===== src/rtl/fifo_arb_pkg.sv =====
// rtl/fifo_arb_pkg.sv - shared types and constants for the FIFO write arbiter
//   NUM_REQ     : number of requesters feeding the FIFO
//   req_idx_t   : requester index type
//   arb_state_t : arbiter state encoding
package fifo_arb_pkg;

    localparam int NUM_REQ = 4;

    typedef logic [1:0] req_idx_t;

    typedef enum logic [1:0] {
        ST_IDLE = 2'd0,
        ST_OWN  = 2'd1,
        ST_HOLD = 2'd2
    } arb_state_t;

endpackage


===== src/rtl/rr_pick4.sv =====
// rtl/rr_pick4.sv - combinational rotating-priority pick among four requesters
//   req   : request vector, bit i = requester i
//   last  : index of the most recent owner (lowest priority)
//   found : 1 when any req bit is set
//   index : first set req bit scanning upward from last+1, wrapping mod 4
module rr_pick4
    import fifo_arb_pkg::*;
(
    input  logic [NUM_REQ-1:0] req,
    input  req_idx_t           last,
    output logic               found,
    output req_idx_t           index
);

    req_idx_t cand;

    // Offsets 1..4 from last; offset 4 wraps back to last itself so the
    // previous owner is considered only after everyone else.
    always_comb begin
        found = 1'b0;
        index = last;
        cand  = last;
        for (int k = 1; k <= NUM_REQ; k++) begin
            cand = last + req_idx_t'(k);
            if (!found && req[cand]) begin
                found = 1'b1;
                index = cand;
            end
        end
    end

endmodule


===== src/rtl/fifo_wr_arbiter.sv =====
// rtl/fifo_wr_arbiter.sv - round-robin write arbiter with per-grant write quantum
//   clk, rst  : clock, asynchronous active-high reset
//   req, din  : per-requester write request and data slice
//   full      : full flag of the downstream FIFO
//   fifo_wr   : FIFO write enable, fifo_din : FIFO write data
//   gnt       : one-hot acknowledge of the requester written this edge
//   owner     : current owner index (valid when busy), busy : OWN or HOLD
//   wr_count  : wrapping count of accepted writes
module fifo_wr_arbiter
    import fifo_arb_pkg::*;
#(
    parameter int DATA_W  = 8,
    parameter int QUANTUM = 4
) (
    input  logic                      clk,
    input  logic                      rst,
    input  logic [NUM_REQ-1:0]        req,
    input  logic [NUM_REQ*DATA_W-1:0] din,
    input  logic                      full,
    output logic                      fifo_wr,
    output logic [DATA_W-1:0]         fifo_din,
    output logic [NUM_REQ-1:0]        gnt,
    output logic [1:0]                owner,
    output logic                      busy,
    output logic [15:0]               wr_count
);

    localparam logic [4:0] QUANT_LAST = 5'(QUANTUM - 1);

    arb_state_t  state_q, state_d;
    req_idx_t    owner_q, owner_d;
    req_idx_t    last_owner_q, last_owner_d;
    logic [4:0]  quant_q, quant_d;
    logic [15:0] wr_count_q, wr_count_d;

    req_idx_t    pick_last;
    logic        pick_found;
    req_idx_t    pick_idx;
    logic        rel_now;

    // From IDLE the search starts after last_owner; on a release it starts
    // after the releasing owner, which becomes last_owner at the same edge.
    assign pick_last = (state_q == ST_IDLE) ? last_owner_q : owner_q;

    rr_pick4 u_pick (
        .req   (req),
        .last  (pick_last),
        .found (pick_found),
        .index (pick_idx)
    );

    always_comb begin
        fifo_wr  = (state_q == ST_OWN) && req[owner_q] && !full;
        gnt      = fifo_wr ? (NUM_REQ'(1) << owner_q) : '0;
        fifo_din = din[owner_q*DATA_W +: DATA_W];
    end

    assign busy     = (state_q != ST_IDLE);
    assign owner    = owner_q;
    assign wr_count = wr_count_q;

    always_comb begin
        state_d      = state_q;
        owner_d      = owner_q;
        last_owner_d = last_owner_q;
        quant_d      = quant_q;
        wr_count_d   = wr_count_q + (fifo_wr ? 16'd1 : 16'd0);
        rel_now      = 1'b0;

        case (state_q)
            ST_IDLE: begin
                if (pick_found) begin
                    state_d = ST_OWN;
                    owner_d = pick_idx;
                    quant_d = '0;
                end
            end
            ST_OWN: begin
                if (!req[owner_q]) begin
                    rel_now = 1'b1;
                end else if (full) begin
                    state_d = ST_HOLD;
                end else if (quant_q == QUANT_LAST) begin
                    rel_now = 1'b1;
                end else begin
                    quant_d = quant_q + 5'd1;
                end
            end
            ST_HOLD: begin
                if (!req[owner_q]) begin
                    rel_now = 1'b1;
                end else if (!full) begin
                    state_d = ST_OWN;
                end
            end
            default: state_d = ST_IDLE;
        endcase

        // Handing over in the same edge avoids an idle bubble between bursts.
        if (rel_now) begin
            last_owner_d = owner_q;
            quant_d      = '0;
            if (pick_found) begin
                state_d = ST_OWN;
                owner_d = pick_idx;
            end else begin
                state_d = ST_IDLE;
            end
        end
    end

    always_ff @(posedge clk or posedge rst) begin
        if (rst) begin
            state_q      <= ST_IDLE;
            owner_q      <= 2'd0;
            last_owner_q <= 2'd3;
            quant_q      <= '0;
            wr_count_q   <= '0;
        end else begin
            state_q      <= state_d;
            owner_q      <= owner_d;
            last_owner_q <= last_owner_d;
            quant_q      <= quant_d;
            wr_count_q   <= wr_count_d;
        end
    end

endmodule


===== config.mk =====
export PLATFORM = sky130hd
export DESIGN_NAME = fifo_wr_arbiter
export DESIGN_NICKNAME = d
export VERILOG_FILES = /design/src/rtl/fifo_arb_pkg.sv /design/src/rtl/rr_pick4.sv /design/src/rtl/fifo_wr_arbiter.sv
export SDC_FILE = /design/constraint.sdc
export NUM_CORES = 1
export LEC_CHECK = 0
export ABC_AREA = 1
export CORE_UTILIZATION = 48
export CTS_CLUSTER_DIAMETER = 200
export DETAILED_ROUTE_END_ITERATION = 16
export PLACE_DENSITY = 0.85
export REMOVE_ABC_BUFFERS = 1
export SETUP_SLACK_MARGIN = 0.4
export SLEW_MARGIN = 20
export SYNTH_ARGS = -nofsm -noshare
export SYNTH_HDL_FRONTEND = slang
export SYNTH_HIERARCHICAL = 1
export SYNTH_SLANG_ARGS = --single-unit

===== constraint.sdc =====
create_clock -name clk -period 4.24 [get_ports clk]
set_input_delay 0.848 -clock clk [delete_from_list [all_inputs] [get_ports clk]]
set_output_delay 0.848 -clock clk [all_outputs]
set_load 0.03 [all_outputs]

==> metrics <==
run status completed; CTS tree built; Fin Clk Skew 0.00276 ns; Fin Hold WS 0.487 ns; Pwr per Cell Area 693 nW/um^2; first-pass GRT wire length 8.29 mm; R2R Setup Slk 1.00 ns; 1st-iter DRT viols 112; Hold/Removal Path Class flip-flop to flip-flop; via count 2052; die area 4290 sq um; final core utilization 72.7%; CP max stage delay 0.67 ns; Avg Inst Size Synth 7.17 sq um; Hold Fails Final Rpt 0; crit path buf inv count 3; Post-CTS Setup Bufs 0; Clock Latency Late Sink 0.27 ns; Mapped Area 1940 sq um; R2R cell count 14; YS warnings 6; # Max-Cap Violations 0; most frequent cell after synthesis nand2_1; hold path startpoint wr_count[15]; DRT Pass-1 Iters 4; GRT Overall Usage 24.6%; Top Ports 71; CP required 3.39 ns; Clock Sinks 27; largest net degree at the start of global routing 28; hold buffer count at cts 0; Worst R2R End quant_q[2]; initial antenna violation count 0; Rows 22; Setup WS pre-CTS 0.413 ns; CP cell instances clkdlybuf4s50_1 -> nand2_1 -> nand2_1 -> nand2_1 -> and2_1 -> nor2_2 -> nand2_1 -> inv_1 -> clkdlybuf4s50_1; Layout fillers 321; H-tree depth 1; number of synthesized register bits 27; Overflow after GRT 0; final worst slack 0.616 ns; area grow syn2layout 41.5%; Worst Max-Slew Pin Slew 0.909 ns; Critical Path Fanout Max 5; Main synth FF type dfrtp_1; Tcrit/Tclk final 85.5%; clock root buffer master clkbuf_8; RSZ-0062 raised after global routing no; CP Class primary input to primary output; final setup fails 0; Post-synth EDFFs 0; Hold Path Depth 1; Tmin final 3.62 ns; CTS buffer count 3; core box area 3770 sq um; Die Span X 65.5 microns; CTS Buffer Depth 2; Max-slew headroom 39.0%; layout cells sized above 1 7.92%; Highest Clock Rate 276 MHz; DRT antenna net count 0; Clock Pin Slew Worst Setup and Hold Paths 0.09 ns; nets 388; Vias per Instance 5.28; fin cells 389; Worst Path Arrival 2.78 ns; placed insts 385; crit end category primary output; routability congestion estimate 0.907; Initial Util 51.4%; wire length per cell 12.9 microns; Final Max Slew Viols 0; DP HPWL 3.87 mm; DRC viols 0; Die Span Y 65.5 microns; Crit path top cell by count nand2_1; Synth async-reset ratio 100%; Commonest cells post-synth nand2_1, nand3_1, dfrtp_1, inv_1, nor2_1; Leak Pwr 1.34 nW; Yosys top cell area share 32.3%; crit start category primary input; DRT Wirelength 5.03 mm; cell family with most CP delay buffers and inverters; vias in the first global route 1908; hold endpoint wr_count[15]; Yosys cell types 27; antenna cells 0; Final TNS setup 0 ns; synth top area cells dfrtp_1, nand2_1, nand3_1; number of port buffers 70; Peak VDD IR 0.557 mV; post-synth top area cell dfrtp_1; post-synthesis sequential area ratio 35.0%; Worst path slowest cell clkdlybuf4s50_1; Gate Count Post-Synth 270
state kept, by name, summed over array words and instances (netlist names), named ones only:
register      flops
wr_count         16
state_q           2
last_owner_q      2
quant_q           5
metal layers:
metal | vias to the layer above | global-route usage, % | wire (microns)
met5 | - | 0 | 0
met4 | 0 | 6.79 | 103
met3 | 12 | 4.17 | 201
met2 | 50 | 44.5 | 2520
met1 | 955 | 29.8 | 2210
li1 | 1035 | - | -
cell type report:
| type | instances | area, sq um | area share [%] |
|---|---|---|---|
| timing repair buffer | 72 | 721 | 26.3 |
| clock inverter | 1 | 7.51 | 0.274 |
| sequential | 27 | 678 | 24.7 |
| tap | 48 | 60.1 | 2.19 |
| multi-input combinational | 211 | 1130 | 41.2 |
| inverter | 27 | 104 | 3.79 |
| clock buffer | 3 | 41.3 | 1.51 |
worst register-to-register path, delay by kind of cell, from the launching register on:
family	cells	cell delay, ns
flip-flops	1	0.75
AO/OA/AOI/OAI	3	1.04
AND/OR/NAND/NOR	9	1.00
buffers and inverters	2	0.39
cell usage in the layout (no fill, tap or decap):
| cell | synthesis | routed |
|---|---|---|
| a21oi_1 | 5 | 5 |
| a21oi_2 | 1 | 1 |
| a21oi_4 | 1 | 1 |
| a22oi_1 | 8 | 8 |
| and2_1 | 1 | 1 |
| buf_4 | 0 | 2 |
| clkbuf_8 | 0 | 3 |
| clkdlybuf4s50_1 | 0 | 68 |
| clkinv_1 | 1 | 2 |
| clkinvlp_4 | 0 | 1 |
| dfrtp_1 | 25 | 25 |
| dfstp_2 | 2 | 2 |
| dlymetal6s2s_1 | 0 | 2 |
| ha_1 | 7 | 7 |
| inv_1 | 22 | 21 |
| inv_2 | 3 | 3 |
| inv_4 | 1 | 1 |
| nand2_1 | 69 | 69 |
| nand2_2 | 7 | 7 |
| nand2_4 | 3 | 3 |
| nand3_1 | 50 | 50 |
| nand4_1 | 8 | 8 |
| nor2_1 | 21 | 20 |
| nor2_2 | 0 | 1 |
| nor3_1 | 3 | 3 |
| o21ai_0 | 11 | 11 |
| o21ai_2 | 1 | 1 |
| or2_2 | 1 | 1 |
| xnor2_1 | 4 | 4 |
| xor2_1 | 10 | 10 |
stage by stage:
stage                     area (sq um)  power, mW
after global routing              2740       2.06
after detailed placement          2690       1.74
after CTS                         2730       1.90
after global placement            2690       1.72
final                             2740       1.90
after floorplan                   1910       1.32
worst max path at each step:
stage	slack [ns]	cells past startpoint	end	start
after floorplan	0.83	7	gnt[2]	req[3]
after global placement	0.45	9	gnt[2]	req[2]
after detailed placement	0.41	9	gnt[2]	req[2]
after CTS	0.41	9	gnt[2]	req[2]
after global routing	0.48	9	gnt[0]	req[3]
final	0.62	9	gnt[0]	req[2]
timing repair:
item	4_1_cts	5_1_grt
resized for setup	0	3
setup endpoints to repair	0	3
hold endpoints to repair	0	0
power by group:
part | switching, mW | internal, mW
registers | 0.0818 | 0.323
clock network | 0.0835 | 0.0668
logic | 0.856 | 0.490
total | 1.02 | 0.880
cells by family (layout without fill, tap and decap cells):
family          Yosys count  in the layout  synth area share [%]
compound gates           27             27                  8.98
xor+xnor                 14             14                  6.33
fa+ha+maj                 7              7                  4.52
buf+inv                  32            103                  6.78
flops                    27             27                  35.0
simple gates            163            163                  38.4
No activity file was read; power rests on OpenSTA's default activity.
